## config.mk

```make
export PLATFORM = sky130hd
export DESIGN_NAME = cnn_tile_streamer
export DESIGN_NICKNAME = d
export VERILOG_FILES = /design/src/rtl/cnn_tile_streamer.sv
export SDC_FILE = /design/constraint.sdc
export NUM_CORES = 1
export LEC_CHECK = 0
export CAP_MARGIN = 0
export CELL_PAD_IN_SITES_DETAIL_PLACEMENT = 0
export CELL_PAD_IN_SITES_GLOBAL_PLACEMENT = 1
export CORE_UTILIZATION = 45
export DETAILED_ROUTE_END_ITERATION = 16
export PLACE_DENSITY = 0.85
export REMOVE_ABC_BUFFERS = 1
export SLEW_MARGIN = 15
export SYNTH_ARGS = -nofsm -noshare
export SYNTH_HDL_FRONTEND = slang
export SYNTH_SLANG_ARGS = --single-unit
```

## constraint.sdc

```tcl
create_clock -name clk -period 4.1 [get_ports clk]
set_input_delay 0.82 -clock clk [delete_from_list [all_inputs] [get_ports clk]]
set_output_delay 0.82 -clock clk [all_outputs]
set_load 0.005 [all_outputs]
```

## src/rtl/cnn_tile_streamer.sv

```systemverilog
// cnn_tile_streamer: byte-stream loader for tile U/I vectors, sweep timer, Y snapshot serialiser (s_* in, u_flat/i_flat/y_flat tile side, m_* out, busy/done status)
module cnn_tile_streamer #(
  parameter int ITER_SWEEPS = 8,
  parameter int SETTLE = 2
) (
  input  logic         clk,
  input  logic         rst_n,
  input  logic [7:0]   s_data,
  input  logic         s_valid,
  output logic         s_ready,
  output logic [127:0] u_flat,
  output logic [127:0] i_flat,
  input  logic [143:0] y_flat,
  output logic [8:0]   m_data,
  output logic         m_valid,
  input  logic         m_ready,
  output logic         m_last,
  output logic         busy,
  output logic         done
);
  typedef enum logic [2:0] {LOAD_U, LOAD_I, COMMIT, RUN, CAPTURE, DRAIN} state_t;
  localparam logic [11:0] RUN_LAST = 12'(ITER_SWEEPS * 16 + SETTLE - 1);
  state_t state_q, state_d;
  logic [3:0] idx_q, idx_d;
  logic [11:0] cnt_q, cnt_d;
  logic [127:0] u_stage_q, u_stage_d, i_stage_q, i_stage_d;
  logic [127:0] u_flat_q, u_flat_d, i_flat_q, i_flat_d;
  logic [143:0] snap_q, snap_d;
  logic s_xfer, m_xfer;
  always_comb begin
    state_d = state_q;
    idx_d = idx_q;
    cnt_d = cnt_q;
    u_stage_d = u_stage_q;
    i_stage_d = i_stage_q;
    u_flat_d = u_flat_q;
    i_flat_d = i_flat_q;
    snap_d = snap_q;
    s_ready = state_q == LOAD_U || state_q == LOAD_I;
    m_valid = state_q == DRAIN;
    m_last = m_valid && idx_q == 4'd15;
    busy = state_q != LOAD_U;
    s_xfer = s_valid && s_ready;
    m_xfer = m_valid && m_ready;
    done = m_xfer && m_last;
    m_data = snap_q[{4'd0, idx_q} * 8'd9 +: 9];
    unique case (state_q)
      LOAD_U: if (s_xfer) begin
        u_stage_d[{idx_q, 3'b000} +: 8] = s_data;
        idx_d = idx_q + 4'd1;
        state_d = idx_q == 4'd15 ? LOAD_I : LOAD_U;
      end
      LOAD_I: if (s_xfer) begin
        i_stage_d[{idx_q, 3'b000} +: 8] = s_data;
        idx_d = idx_q + 4'd1;
        state_d = idx_q == 4'd15 ? COMMIT : LOAD_I;
      end
      COMMIT: begin
        u_flat_d = u_stage_q;
        i_flat_d = i_stage_q;
        cnt_d = '0;
        state_d = RUN;
      end
      RUN: begin
        cnt_d = cnt_q + 12'd1;
        state_d = cnt_q == RUN_LAST ? CAPTURE : RUN;
      end
      CAPTURE: begin
        snap_d = y_flat;
        idx_d = '0;
        state_d = DRAIN;
      end
      DRAIN: if (m_xfer) begin
        idx_d = idx_q + 4'd1;
        state_d = m_last ? LOAD_U : DRAIN;
      end
      default: state_d = LOAD_U;
    endcase
  end
  always_ff @(posedge clk or negedge rst_n) begin
    if (!rst_n) begin
      state_q <= LOAD_U;
      idx_q <= '0;
      cnt_q <= '0;
      u_stage_q <= '0;
      i_stage_q <= '0;
      u_flat_q <= '0;
      i_flat_q <= '0;
      snap_q <= '0;
    end else begin
      state_q <= state_d;
      idx_q <= idx_d;
      cnt_q <= cnt_d;
      u_stage_q <= u_stage_d;
      i_stage_q <= i_stage_d;
      u_flat_q <= u_flat_d;
      i_flat_q <= i_flat_d;
      snap_q <= snap_d;
    end
  end
  assign u_flat = u_flat_q;
  assign i_flat = i_flat_q;
endmodule

```

==> results.json, run 1 <==
{
  "status": "finished, final reports clean",
  "syn_to_final_growth_pct": 27.6,
  "netlist_area_um2": 27400,
  "fp.dieW_um": 249,
  "gp_congestion": 0.839,
  "portBuffers": 425,
  "grt_pass1_wl_mm": 108,
  "yosys_warnings": 0,
  "cts_buffers": 70,
  "fin_crit_ns": 3.84,
  "die_h_um": 249,
  "rsz0062_at_grt": "false",
  "crit_top_cell": "mux4_2",
  "start_util": 0.455,
  "fin_nets": 2639,
  "synth_top_family_by_area": "multiplexers",
  "overflow": 0,
  "synth_seq_area_share": 0.617,
  "vias": 17300,
  "power_leakage_uw": 0.0170,
  "drc": 0,
  "crit_arrival_ns": 3.02,
  "antenna_found_initial": 2,
  "hold_buffers": 0,
  "final_layout_size_suffix_gt1_frac": 0.295,
  "ys_async_sr_fraction": 1.00,
  "synth_flop_cell": "dfrtp_1",
  "finClkSkew_ns": 0.0279,
  "final_common_cell": "dfrtp_1",
  "slew_headroom": 0.343,
  "crit_family": "multiplexers",
  "synthXorXnorAreaFrac": 0.00283,
  "seqPwrFrac": 0.442,
  "dieArea_um2": 61900,
  "ios": 426,
  "cts_root_buffer": "clkbuf_16",
  "multi_input_area_um2": 10000,
  "place_inst": 3185,
  "synth_edf_count": 0,
  "syn_inst": 2030,
  "critPathLaunchType": "register",
  "hold_viol": 0,
  "max_clock_freq_ghz": 0.260,
  "yosys.area.top_type": "dfrtp_1",
  "power_density_nw_per_um2": 612,
  "synth_mux_area_frac": 0.248,
  "max-vdd-ir-drop_mv": 0.332,
  "grt_max_degree": 105,
  "yosys.area_share.simple": 0.104,
  "critPathSlowestCell": "dfrtp_4",
  "stdcell_count": 3311,
  "setup_violations": 0,
  "routed_via_density": 5.23,
  "yosys.area.top_type_share": 0.617,
  "clk_pin_slew_ns": 0.06,
  "synth_seq_cells": 675,
  "fillCellCount": 4706,
  "detail_route.wirelength_mm": 69.9,
  "clockBufferDepth": 3,
  "h-tree-depth": 3,
  "cp-end-kind": "output port",
  "core-area_um2": 60200,
  "worst_pin_slew_ns": 0.983,
  "fp-row-count": 90,
  "intPower_uw": 15000,
  "synth-compound-area-share": 0.00708,
  "layout_common_cells": "dfrtp_1 (673), mux2_2 (485), nand2_1 (473)",
  "utilization": 0.580,
  "p_sw_uw": 6420,
  "netSwitchingFraction": 0.300,
  "fin_area_um2": 34900,
  "postRouteAntennaNets": 0,
  "placed_cell_area_um2": 32700,
  "hpwlAfterDp_mm": 49.7,
  "required_ns": 3.28,
  "hp-class": "input pin to async pin",
  "synth_cell_types": 57,
  "fin_setup_tns_ns": 0,
  "syn_area_per_cell_um2": 13.5,
  "maxSlewViolCount": 0,
  "finalCritPeriodShare": 0.937,
  "combPwrFrac": 0.270,
  "yosys-top-cells-area": "dfrtp_1 (62%), mux2_2 (20%), nand2_1 (6.5%)",
  "cts_sinks": 675,
  "regArea_um2": 16900,
  "clk_latency_ns": 0.60,
  "maxCapViolations": 0,
  "cts_tree": "built",
  "grt_pass1_vias": 18200,
  "pwr-share-clk": 0.288,
  "critPathMaxStageDelay_ns": 0.65,
  "first_pass_iters": 7,
  "crit_type": "register to output port",
  "track_usage": 0.228,
  "cp_cell_sequence": "buf_12 > mux4_2 > mux4_2 > clkdlybuf4s50_1",
  "synth_fa_ha_area_frac": 0.00320,
  "crit_buf_inv": 2,
  "wire_per_inst_um": 21.1,
  "cp_max_fo": 16,
  "drt_iter0_markers": 1033
}
synthesized netlist by cell type (all sizes together), types with 2 or more instances:
| cell type | count |
|---|---|
| a21oi | 7 |
| and3 | 11 |
| mux2 | 512 |
| nand2b | 10 |
| nor3 | 10 |
| o21ai | 14 |
| inv | 9 |
| mux2i | 4 |
| mux4 | 43 |
| nand2 | 498 |
| nor3b | 3 |
| nor4b | 3 |
| nor2 | 55 |
| nand3 | 9 |
| xor2 | 3 |
| and2 | 24 |
| dfrtp | 675 |
| or3 | 2 |
| clkbuf | 44 |
| xnor2 | 5 |
| nor2b | 4 |
| buf | 57 |
| nor4 | 5 |
| ha | 7 |
| nand4 | 2 |
per-layer routing:
metal / wire length (um) / track usage / up-vias
met5: 0 / 0 / -
met4: 1700 / 0.0747 / 0
met3: 4260 / 0.0520 / 105
met2: 33800 / 0.368 / 525
met1: 30100 / 0.306 / 8879
li1: - / - / 7815
per-stage QoR:
step	power [uW]	setup WS (ns)	hold WS, ns
finish	21400	0.258	0.203
CTS	21600	0.00765	0.232
global route	22600	0.162	0.244
floorplan	12800	-9.02	0.440
detailed placement	15400	0.676	0.460
global placement	15100	0.676	0.452
what timing repair did:
action	4_1_cts	5_1_grt
setup endpoints to repair	0	3
gates resized for setup	0	0
buffers inserted	0	1
flip-flops by register name, summed over array words and instances, names as in the netlist:
register and flops:
snap_q 144, cnt_q 12, u_flat 128, i_flat 128
u_stage_q 128, i_stage_q 128, state_q 3, idx_q 4
final cells by class:
| cell class | count | area share |
|---|---|---|
| Clock inverter | 20 | 0.00548 |
| Inverter | 9 | 0.000967 |
| Timing Repair Buffer | 475 | 0.137 |
| Tap cell | 782 | 0.0280 |
| Antenna cell | 2 | 0.000143 |
| Clock buffer | 103 | 0.0583 |
| Multi-Input combinational cell | 1245 | 0.287 |
| Sequential cell | 675 | 0.483 |
power groups by stage:
stage / logic (uW) / registers, uW / clock network, uW
finish: 5790 / 9460 / 6160
global route: 6320 / 9660 / 6580
floorplan: 3580 / 9270 / 0
global placement: 5630 / 9510 / 0
detailed placement: 5770 / 9600 / 0
CTS: 5810 / 9500 / 6310
cells by family (layout without fill, tap and decap cells):
kind of cell | count (synthesis) | count (layout)
flops | 675 | 675
fa+ha+maj | 7 | 7
other cells | 0 | 2
mux | 559 | 559
compound gates | 31 | 31
buf+inv | 110 | 607
xor+xnor | 8 | 8
simple gates | 640 | 640
path summary, 6_finish.rpt:
path	cells past startpoint	end	slack, ns	from
min	1	u_flat[115]$_DFFE_PN0P_	0.20	rst_n
max	4	m_data[2]	0.26	idx_q[0]$_DFFE_PN0P_
min reg2reg	2	snap_q[89]$_DFFE_PN0N_	0.47	snap_q[89]$_DFFE_PN0N_
max in group asynchronous	3	i_stage_q[101]$_DFFE_PN0P_	2.62	rst_n
max reg2reg	8	i_stage_q[102]$_DFFE_PN0P_	0.75	idx_q[0]$_DFFE_PN0P_
min in group clk	2	snap_q[89]$_DFFE_PN0N_	0.47	snap_q[89]$_DFFE_PN0N_
Note: power is estimated with default switching activity, not from simulation.
==> inputs of run 2 (changes only) <==
--- a/config.mk
+++ b/config.mk
@@ -9,6 +9,7 @@
 export CELL_PAD_IN_SITES_DETAIL_PLACEMENT = 0
 export CELL_PAD_IN_SITES_GLOBAL_PLACEMENT = 1
 export CORE_UTILIZATION = 45
+export CTS_CLUSTER_SIZE = 16
 export DETAILED_ROUTE_END_ITERATION = 16
 export PLACE_DENSITY = 0.85
 export REMOVE_ABC_BUFFERS = 1
==> results of run 2 <==
No change in the layout: final DEF, timing and power equal those of run 1.
==> inputs of run 3 (changes only) <==
--- a/config.mk
+++ b/config.mk
@@ -5,10 +5,11 @@
 export SDC_FILE = /design/constraint.sdc
 export NUM_CORES = 1
 export LEC_CHECK = 0
-export CAP_MARGIN = 0
+export CAP_MARGIN = 30
 export CELL_PAD_IN_SITES_DETAIL_PLACEMENT = 0
 export CELL_PAD_IN_SITES_GLOBAL_PLACEMENT = 1
 export CORE_UTILIZATION = 45
+export CTS_BUF_LIST = sky130_fd_sc_hd__clkbuf_4
 export CTS_CLUSTER_SIZE = 16
 export DETAILED_ROUTE_END_ITERATION = 16
 export PLACE_DENSITY = 0.85
==> results.json, run 3 (synthesized netlist as in run 1, its figures left out) <==
{
  "status": "finished, final reports clean",
  "cp_cell_sequence": "buf_12 > mux4_2 > mux4_2 > clkdlybuf4s50_1",
  "syn_to_final_growth_pct": 27.2,
  "wire_per_inst_um": 20.2,
  "power_leakage_uw": 0.0172,
  "whs_ns": 0.386,
  "vias": 17900,
  "clk_pin_slew_ns": 0.07,
  "hp-class": "input pin to register",
  "place_ws_ns": 0.676,
  "critPathLaunchType": "register",
  "hpwlAfterDp_mm": 49.7,
  "critPathSlowestCell": "dfrtp_4",
  "final.setup.worst_slack_ns": 0.145,
  "crit_arrival_ns": 3.13,
  "top_register": "snap_q",
  "crit_type": "register to output port",
  "worst_pin_slew_ns": 0.824,
  "holdPathEnd": "snap_q[61]$_DFFE_PN0N_",
  "grt_max_degree": 105,
  "drt_iter0_markers": 962,
  "clockBufferDepth": 3,
  "r2r_setup_slack_ns": 0.74,
  "fp-row-count": 90,
  "core-area_um2": 60200,
  "max-vdd-ir-drop_mv": 0.296,
  "portBuffers": 425,
  "setup_violations": 0,
  "largest_reg_flops": 144,
  "fin_crit_ns": 3.95,
  "crit_top_cell": "mux4_2",
  "clk_latency_ns": 0.98,
  "fin_nets": 2750,
  "r2r-end": "i_stage_q[102]$_DFFE_PN0P_",
  "detail_route.wirelength_mm": 70.2,
  "rsz0062_at_grt": "false",
  "maxSlewViolCount": 0,
  "worstReg2RegStart": "idx_q[0]$_DFFE_PN0P_",
  "cp_max_fo": 13,
  "cts_buffers": 168,
  "fin_total_pwr_uw": 20700,
  "routed_via_density": 5.16,
  "antenna_found_initial": 2,
  "finalCritPeriodShare": 0.965,
  "crit_family": "multiplexers",
  "power_density_nw_per_um2": 593,
  "gp_congestion": 0.839,
  "cts_root_buffer": "clkbuf_4",
  "worstHoldStart": "y_flat[61]",
  "final_common_cell": "dfrtp_1",
  "dieArea_um2": 61900,
  "postRouteAntennaNets": 0,
  "cp-end-kind": "output port",
  "track_usage": 0.231,
  "seqPwrFrac": 0.455,
  "start_util": 0.455,
  "drc": 0,
  "required_ns": 3.28,
  "netSwitchingFraction": 0.313,
  "layout_common_cells": "dfrtp_1 (672), mux2_2 (485), nand2_1 (473)",
  "die_h_um": 249,
  "intPower_uw": 14200,
  "grt_pass1_vias": 19000,
  "critPathMaxStageDelay_ns": 0.51,
  "cts_tree": "built",
  "first_pass_iters": 5,
  "crit_buf_inv": 2,
  "fp.dieW_um": 249,
  "grt_pass1_wl_mm": 109,
  "ios": 426,
  "p_sw_uw": 6470,
  "combPwrFrac": 0.286,
  "pwr-share-clk": 0.258,
  "maxCapViolations": 0,
  "reg2reg_depth": 9,
  "max_clock_freq_ghz": 0.253,
  "overflow": 0,
  "cts_sinks": 675,
  "slew_headroom": 0.450,
  "h-tree-depth": 4,
  "holdPathStages": 3,
  "finClkSkew_ns": 0.0339,
  "hold_viol": 0,
  "final_layout_size_suffix_gt1_frac": 0.334
}
==> run 3: cell types whose count changed in the layout (fill, tap and decap cells not counted), sizes merged <==
cell | before | now
buf | 51 | 63
bufinv | 2 | 3
clkbuf | 103 | 226
clkdlybuf4s50 | 424 | 418
clkinv | 10 | 32
diode | 2 | 1
dlygate4sd2 | 0 | 5
dlygate4sd3 | 0 | 1
dlymetal6s2s | 0 | 1
inv | 14 | 15
==> run 3: power by group through the flow <==
stage / registers (uW) / clock network, uW / logic, uW
3_3_place_gp: 9510 / 0 / 5630
4_1_cts: 9400 / 5520 / 5990
6_report: 9410 / 5340 / 5910
3_5_place_dp: 9600 / 0 / 5770
5_1_grt: 9600 / 5860 / 6460
2_1_floorplan: 9270 / 0 / 3580
==> run 3: worst max path at each step <==
stage	to	slack, ns	cells past startpoint	start
after floorplan	i_flat[0]$_DFFE_PN0P_	-9.02	3	state_q[2]$_DFFE_PN0P_
after global placement	m_data[1]	0.68	4	idx_q[0]$_DFFE_PN0P_
after detailed placement	m_data[7]	0.68	4	idx_q[0]$_DFFE_PN0P_
after CTS	m_data[7]	-0.0009	4	idx_q[0]$_DFFE_PN0P_
after global routing	m_data[7]	0.01	4	idx_q[0]$_DFFE_PN0P_
final	m_data[7]	0.15	4	idx_q[0]$_DFFE_PN0P_
==> run 3: repair_timing <==
| action | in CTS | in global routing |
|---|---|---|
| endpoints found under the hold margin | 77 | 0 |
| gates resized for setup | 8 | 3 |
| pin swaps | 0 | 0 |
| setup endpoints to repair | 11 | 2 |
| buffers inserted | 12 | 0 |
| hold buffers | 1 | 0 |
==> run 3: tightest hold or removal path: cells and delay by family <==
kind	cells	cell delay, ns
buffers and inverters	1	0.39
and+or+nand+nor	2	0.10
==> run 3: metrics by stage <==
| step | TNS (ns) | instance area (um^2) | utilization | std cells |
|---|---|---|---|---|
| floorplan | -2539.07 | 26900 | - | 1929 |
| finish | 0 | 34900 | 0.579 | 3470 |
| global placement | 0 | 32700 | 0.543 | 3185 |
| detailed placement | 0 | 32700 | 0.543 | 3185 |
| CTS | -0.000894 | 34800 | 0.578 | 3468 |
| global route | 0 | 34900 | 0.579 | 3470 |
==> run 3: area by class of cell <==
| cell class | count | area (um^2) |
|---|---|---|
| fill | 4824 | 25400 |
| sequential | 675 | 16900 |
| multi-input combinational | 1245 | 10000 |
| timing repair buffer | 488 | 4910 |
| clock buffer | 226 | 1700 |
| tap | 782 | 978 |
| clock inverter | 44 | 288 |
| inverter | 9 | 33.8 |
| antenna | 1 | 2.50 |
==> run 3: layer usage <==
layer | vias to the layer above | global-route usage | wire (um)
met3 | 97 | 0.0667 | 4670
li1 | 8119 | - | -
met5 | - | 0 | 8
met2 | 586 | 0.369 | 34200
met1 | 9111 | 0.302 | 29800
met4 | 2 | 0.0807 | 1480
